### src/rtl/remote_pos_to_ring_ctrl.sv
// rtl/remote_pos_to_ring_ctrl.sv - unpacks 512-bit remote FIFO beats into single ring position packets
// Optional feature macro: REMOTE_POS_ZERO_LIFETIME_SKIP_EN (skip lifetime-0 data slots).
module remote_pos_to_ring_ctrl #(
   parameter int AXIS_TDATA_WIDTH        = 512,
   parameter int SLOT_WIDTH              = 128,
   parameter int OFFSET_PKT_STRUCT_WIDTH = 80,
   parameter int GLOBAL_CELL_ID_WIDTH    = 3,
   parameter int NB_CELL_COUNT_WIDTH     = 4
) (
   input  logic                                 clk,
   input  logic                                 rst,
   input  logic [AXIS_TDATA_WIDTH-1:0]          i_remote_tdata,
   input  logic                                 i_remote_tvalid,
   input  logic                                 i_remote_ack_from_ring,
   output logic [OFFSET_PKT_STRUCT_WIDTH-1:0]   o_remote_offset_pkt,
   output logic [3*GLOBAL_CELL_ID_WIDTH-1:0]    o_remote_gcid,
   output logic                                 o_remote_valid,
   output logic [NB_CELL_COUNT_WIDTH-1:0]       o_remote_lifetime,
   output logic                                 o_last_transfer_from_remote,
   output logic                                 o_remote_input_buf_ack
);

   localparam int NUM_SLOTS = AXIS_TDATA_WIDTH / SLOT_WIDTH;
   localparam int IDX_W     = (NUM_SLOTS > 1) ? $clog2(NUM_SLOTS) : 1;
   localparam int OFF_W     = OFFSET_PKT_STRUCT_WIDTH;
   localparam int GCID_W    = 3 * GLOBAL_CELL_ID_WIDTH;
   localparam int LIFE_W    = NB_CELL_COUNT_WIDTH;
   localparam int USED_W    = OFF_W + GCID_W + LIFE_W;

   typedef enum logic {
      IDLE = 1'b0,
      SEND = 1'b1
   } state_t;

   state_t                      state_q;
   logic [AXIS_TDATA_WIDTH-1:0] beat_q;
   logic [IDX_W-1:0]            idx_q;
   logic                        last_q;

   logic [SLOT_WIDTH-1:0]       slots [NUM_SLOTS];
   logic [SLOT_WIDTH-1:0]       cur_slot;
   logic [OFF_W-1:0]            cur_off;
   logic [GCID_W-1:0]           cur_gcid;
   logic [LIFE_W-1:0]           cur_life;
   logic                        cur_marker;
   logic                        cur_skip;
   logic                        sending;
   logic                        data_valid;
   logic                        advance;
   logic                        at_last_slot;
   logic                        pop;
   logic                        unused_slot_bits;

   always_comb begin
      for (int k = 0; k < NUM_SLOTS; k++) begin
         slots[k] = beat_q[k*SLOT_WIDTH +: SLOT_WIDTH];
      end
   end

   assign cur_slot   = slots[idx_q];
   assign cur_off    = cur_slot[OFF_W-1:0];
   assign cur_gcid   = cur_slot[OFF_W +: GCID_W];
   assign cur_life   = cur_slot[OFF_W+GCID_W +: LIFE_W];
   assign cur_marker = &cur_off;
   assign unused_slot_bits = ^cur_slot[SLOT_WIDTH-1:USED_W];

`ifdef REMOTE_POS_ZERO_LIFETIME_SKIP_EN
   // A packet with no hops left is dropped here but is not an end-of-stream marker.
   assign cur_skip = cur_marker || (cur_life == '0);
`else
   assign cur_skip = cur_marker;
`endif

   assign sending      = (state_q == SEND);
   assign data_valid   = sending && !cur_skip;
   assign advance      = sending && (cur_skip || i_remote_ack_from_ring);
   assign at_last_slot = (idx_q == IDX_W'(NUM_SLOTS - 1));
   // The FIFO is first-word-fall-through, so rd_en in the same cycle as tvalid retires the beat.
   assign pop          = (state_q == IDLE) && i_remote_tvalid && !rst;

   assign o_remote_input_buf_ack      = pop;
   assign o_remote_valid              = data_valid;
   assign o_remote_offset_pkt         = data_valid ? cur_off  : '0;
   assign o_remote_gcid               = data_valid ? cur_gcid : '0;
   assign o_remote_lifetime           = data_valid ? cur_life : '0;
   assign o_last_transfer_from_remote = last_q;

   always_ff @(posedge clk) begin
      if (rst) begin
         state_q <= IDLE;
         beat_q  <= '0;
         idx_q   <= '0;
         last_q  <= 1'b0;
      end else begin
         case (state_q)
            IDLE: begin
               if (pop) begin
                  beat_q  <= i_remote_tdata;
                  idx_q   <= '0;
                  state_q <= SEND;
               end
            end
            SEND: begin
               if (cur_marker) begin
                  last_q <= 1'b1;
               end
               if (advance) begin
                  idx_q <= idx_q + 1'b1;
                  if (at_last_slot) begin
                     state_q <= IDLE;
                  end
               end
            end
            default: state_q <= IDLE;
         endcase
      end
   end

endmodule

### config.mk
export PLATFORM = sky130hd
export DESIGN_NAME = remote_pos_to_ring_ctrl
export DESIGN_NICKNAME = d
export VERILOG_FILES = /design/src/rtl/remote_pos_to_ring_ctrl.sv
export SDC_FILE = /design/constraint.sdc
export NUM_CORES = 1
export LEC_CHECK = 0
export BUFFER_PORTS_ARGS = -buffer_cell sky130_fd_sc_hd__buf_2
export CAP_MARGIN = 15
export CORE_AREA = 2 2 241 243
export DETAILED_ROUTE_END_ITERATION = 16
export DIE_AREA = 0 0 243 245
export RECOVER_POWER = 100
export SETUP_SLACK_MARGIN = 0.2
export SLEW_MARGIN = 20
export SYNTH_ARGS = -nofsm -noshare
export SYNTH_HDL_FRONTEND = slang
export SYNTH_SLANG_ARGS = --single-unit
### constraint.sdc
create_clock -name clk -period 5.9 [get_ports clk]
set_input_delay 0.295 -clock clk [delete_from_list [all_inputs] [get_ports clk]]
set_output_delay 0.295 -clock clk [all_outputs]
set_load 0.02 [all_outputs]
==> run metrics <==
initial antenna violation count 13; Clock Latency Late Sink ~0.56 ns; clk slew on worst S/H paths approximately 0.06 ns; PortBufs between 400 and 500; initial core utilization 29.6%; Layout Cells excl Fill between 3,000 and 4,000; final hold vios 0; WP buf/inv 3; Cell Chain, Critical Path buf_4 -> mux4_2 -> nand4_1 -> nor4_1 -> nand3_1 -> o21a_1 -> buf_16 -> and2_1 -> clkbuf_1; Die Area 59,500 µm²; syn_nets between 2,000 and 2,500; FF+latch count, synth 376; Netlist cell types 28; Overflow after GRT 0; Post-Syn Instances between 1,500 and 2,000; die width 243 µm; MaxCap Viol Count 2; Net Sw Frac a little over a quarter; drt first pass iters 5; Post-CTS Setup Inserts 0; Post-Place Cells between 2,000 and 3,000; crit-path leading delay family buffers and inverters; row cnt 88; via density per instance 4.62; CORE AREA 57,000 µm²; H-tree depth 2; Post-CTS Resized 0; gr usage total roughly 20%; post-DP HPWL 41,000 µm; clock tree buffer depth 3; initial drt markers approximately 790; vias in the first global route between 15,000 and 20,000; Sink Count 376; P per Cell Area about 280 nW/µm²; HP Class primary input to register; drt drc 0; placed cell areas 19,600 µm²; DIE HEIGHT between 200 and 250 µm; routed vias ~16,000; sw power about 1900 µW; WL final between 60,000 and 70,000 µm; status finished with violations; most common cell after layout, fill and taps aside buf_2; share of cells above drive strength 1 about 23%; largest net degree at the start of global routing approximately 260; Layout fillers between 5,000 and 6,000; FMAX ~200 MHz; fin area ~25,000 µm²; Final Critical Period between 4 and 5 ns; I/O pin count around 600; Final Util 43.6%; first-pass GRT wire length 93,700 µm; most frequent cells in the layout buf_2 (430), nand2_1 (374), nand2b_1 (374), dfxtp_1 (374); Tcrit/Tclk final between 80% and 90%; worst vdd ir around 0.22 mV; CTS tree yes; clk root buf clkbuf_16; Ys Warns 0; crit end category output pin; critical path type register to output pin; CP startpoint kind register; Reg power frac around two fifths; Post-CTS Hold Buffers between 300 and 400; sequential area share after synthesis roughly 45%; Worst-Margin Slew slightly below 3 ns; synthesized area per cell 8.98 µm²; Combinational Power Share between 15 and 20%; Internal Power about 5000 µW; CP required about 5.6 ns; remaining antenna violation count after routing 0; clk_skew approximately 0.011 ns; Seq. cell area between 7000 and 8000 µm²; setup violators final 0; Setup TNS 0 ns; nets@finish about 3,100; Max Transition Viols Final 75; area of the multi-input gates roughly 8600 µm²; Clock Power Share slightly above 40%; RSZ-0062 raised after global routing false; Leakage 0.00956 µW; CTS Buf Count 43; CP arrival ~4.7 ns; Mapped Area about 17,000 µm²; crit path max fanout 57; failing checks capacitance limit, slew limit; synthesis-to-finish area growth 47.2%; Worst path max stage delay ~1.1 ns; drt wl/cell roughly 18 µm; Slew headroom -97.4%; Slowest-stage cell, CP o21a_1; gpl congestion 0.856
power by group through the flow:
stage | Sequential [µW] | Clock [µW] | Combinational (µW)
after floorplan | 2910 | 0 | 687
after global placement | 2940 | 0 | 1050
after detailed placement | 2960 | 0 | 1060
after CTS | 2900 | 2940 | 1260
after global routing | 2930 | 3030 | 1370
final | 2900 | 2860 | 1250
flip-flops by register name (all words and copies together), names as in the netlist:
name / cells
o_last_transfer_from_remote: 1
sending: 1
idx_q: 2
beat_q: 372
cells in the mapped netlist (all sizes together):
cell | count | area (µm²)
and2 | 93 | 582
nor3 | 1 | 5.00
nand3 | 1 | 5.00
nand2b | 374 | 2340
nand4 | 20 | 125
mux4 | 93 | 2090
inv | 1 | 3.75
o21ai | 372 | 1860
o31ai | 2 | 20.0
ha | 1 | 12.5
o21ba | 1 | 10.0
nand2 | 374 | 1400
or3b | 1 | 8.76
mux2i | 1 | 10.0
nor2 | 4 | 15.0
dfxtp | 376 | 7530
mux2 | 1 | 11.3
buf | 55 | 410
nor3b | 2 | 20.0
nor4 | 5 | 31.3
clkbuf | 100 | 375
o21a | 1 | 7.51
final timing paths:
check | start | endpoint | slack, ns | cells past startpoint
setup / recovery | idx_q[1]$_SDFFE_PP0P_ | o_remote_offset_pkt[7] | 0.92 | 9
setup reg to reg | sending$_SDFF_PP0_ | beat_q[427]$_SDFFE_PP0P_ | 1.35 | 3
hold reg to reg | beat_q[284]$_SDFFE_PP0P_ | beat_q[284]$_SDFFE_PP0P_ | 0.47 | 2
hold / removal | i_remote_tdata[129] | beat_q[129]$_SDFFE_PP0P_ | 0.03 | 3
cell type report:
class	count	share of cell area, %
tap	765	3.85
antenna	7	0.0705
inverter	1	0.0151
clock buffer	61	5.14
clock inverter	16	0.972
sequential	376	30.3
timing repair buffer	859	25.2
multi-input combinational	1347	34.5
kinds of logic after synthesis:
family | synth area share (%)
compound gates | 11.3
fa+ha+maj | 0.0741
buf+inv | 4.68
flops | 44.6
mux | 12.5
simple gates | 26.9
worst reg2reg max path, cell delays in order (launching register included):
cell and delay (ns):
dfxtp_1 0.34, nor3b_1 2.26, clkbuf_1 1.41, o21ai_0 0.34
per-stage QoR:
stage	setup WS (ns)	hold WS [ns]	total power (µW)
detailed placement	1.80	0.461	4020
CTS	1.18	0.0234	7100
finish	0.917	0.0275	7020
global route	0.590	0.0502	7330
global placement	1.82	0.457	3990
floorplan	3.25	0.397	3600
per-layer routing:
| layer | global-route usage (%) | part of all wire (%) | up-vias | wire, µm |
|---|---|---|---|---|
| li1 | - | - | 7778 | - |
| met1 | 24.9 | 43 | 7434 | 26500 |
| met2 | 34.6 | 48 | 503 | 30000 |
| met3 | 4.52 | 5.7 | 140 | 3500 |
| met4 | 7.47 | 3.1 | 4 | 1920 |
| met5 | 0 | 0.047 | - | 29 |
Note: power is estimated with default switching activity, not from simulation.
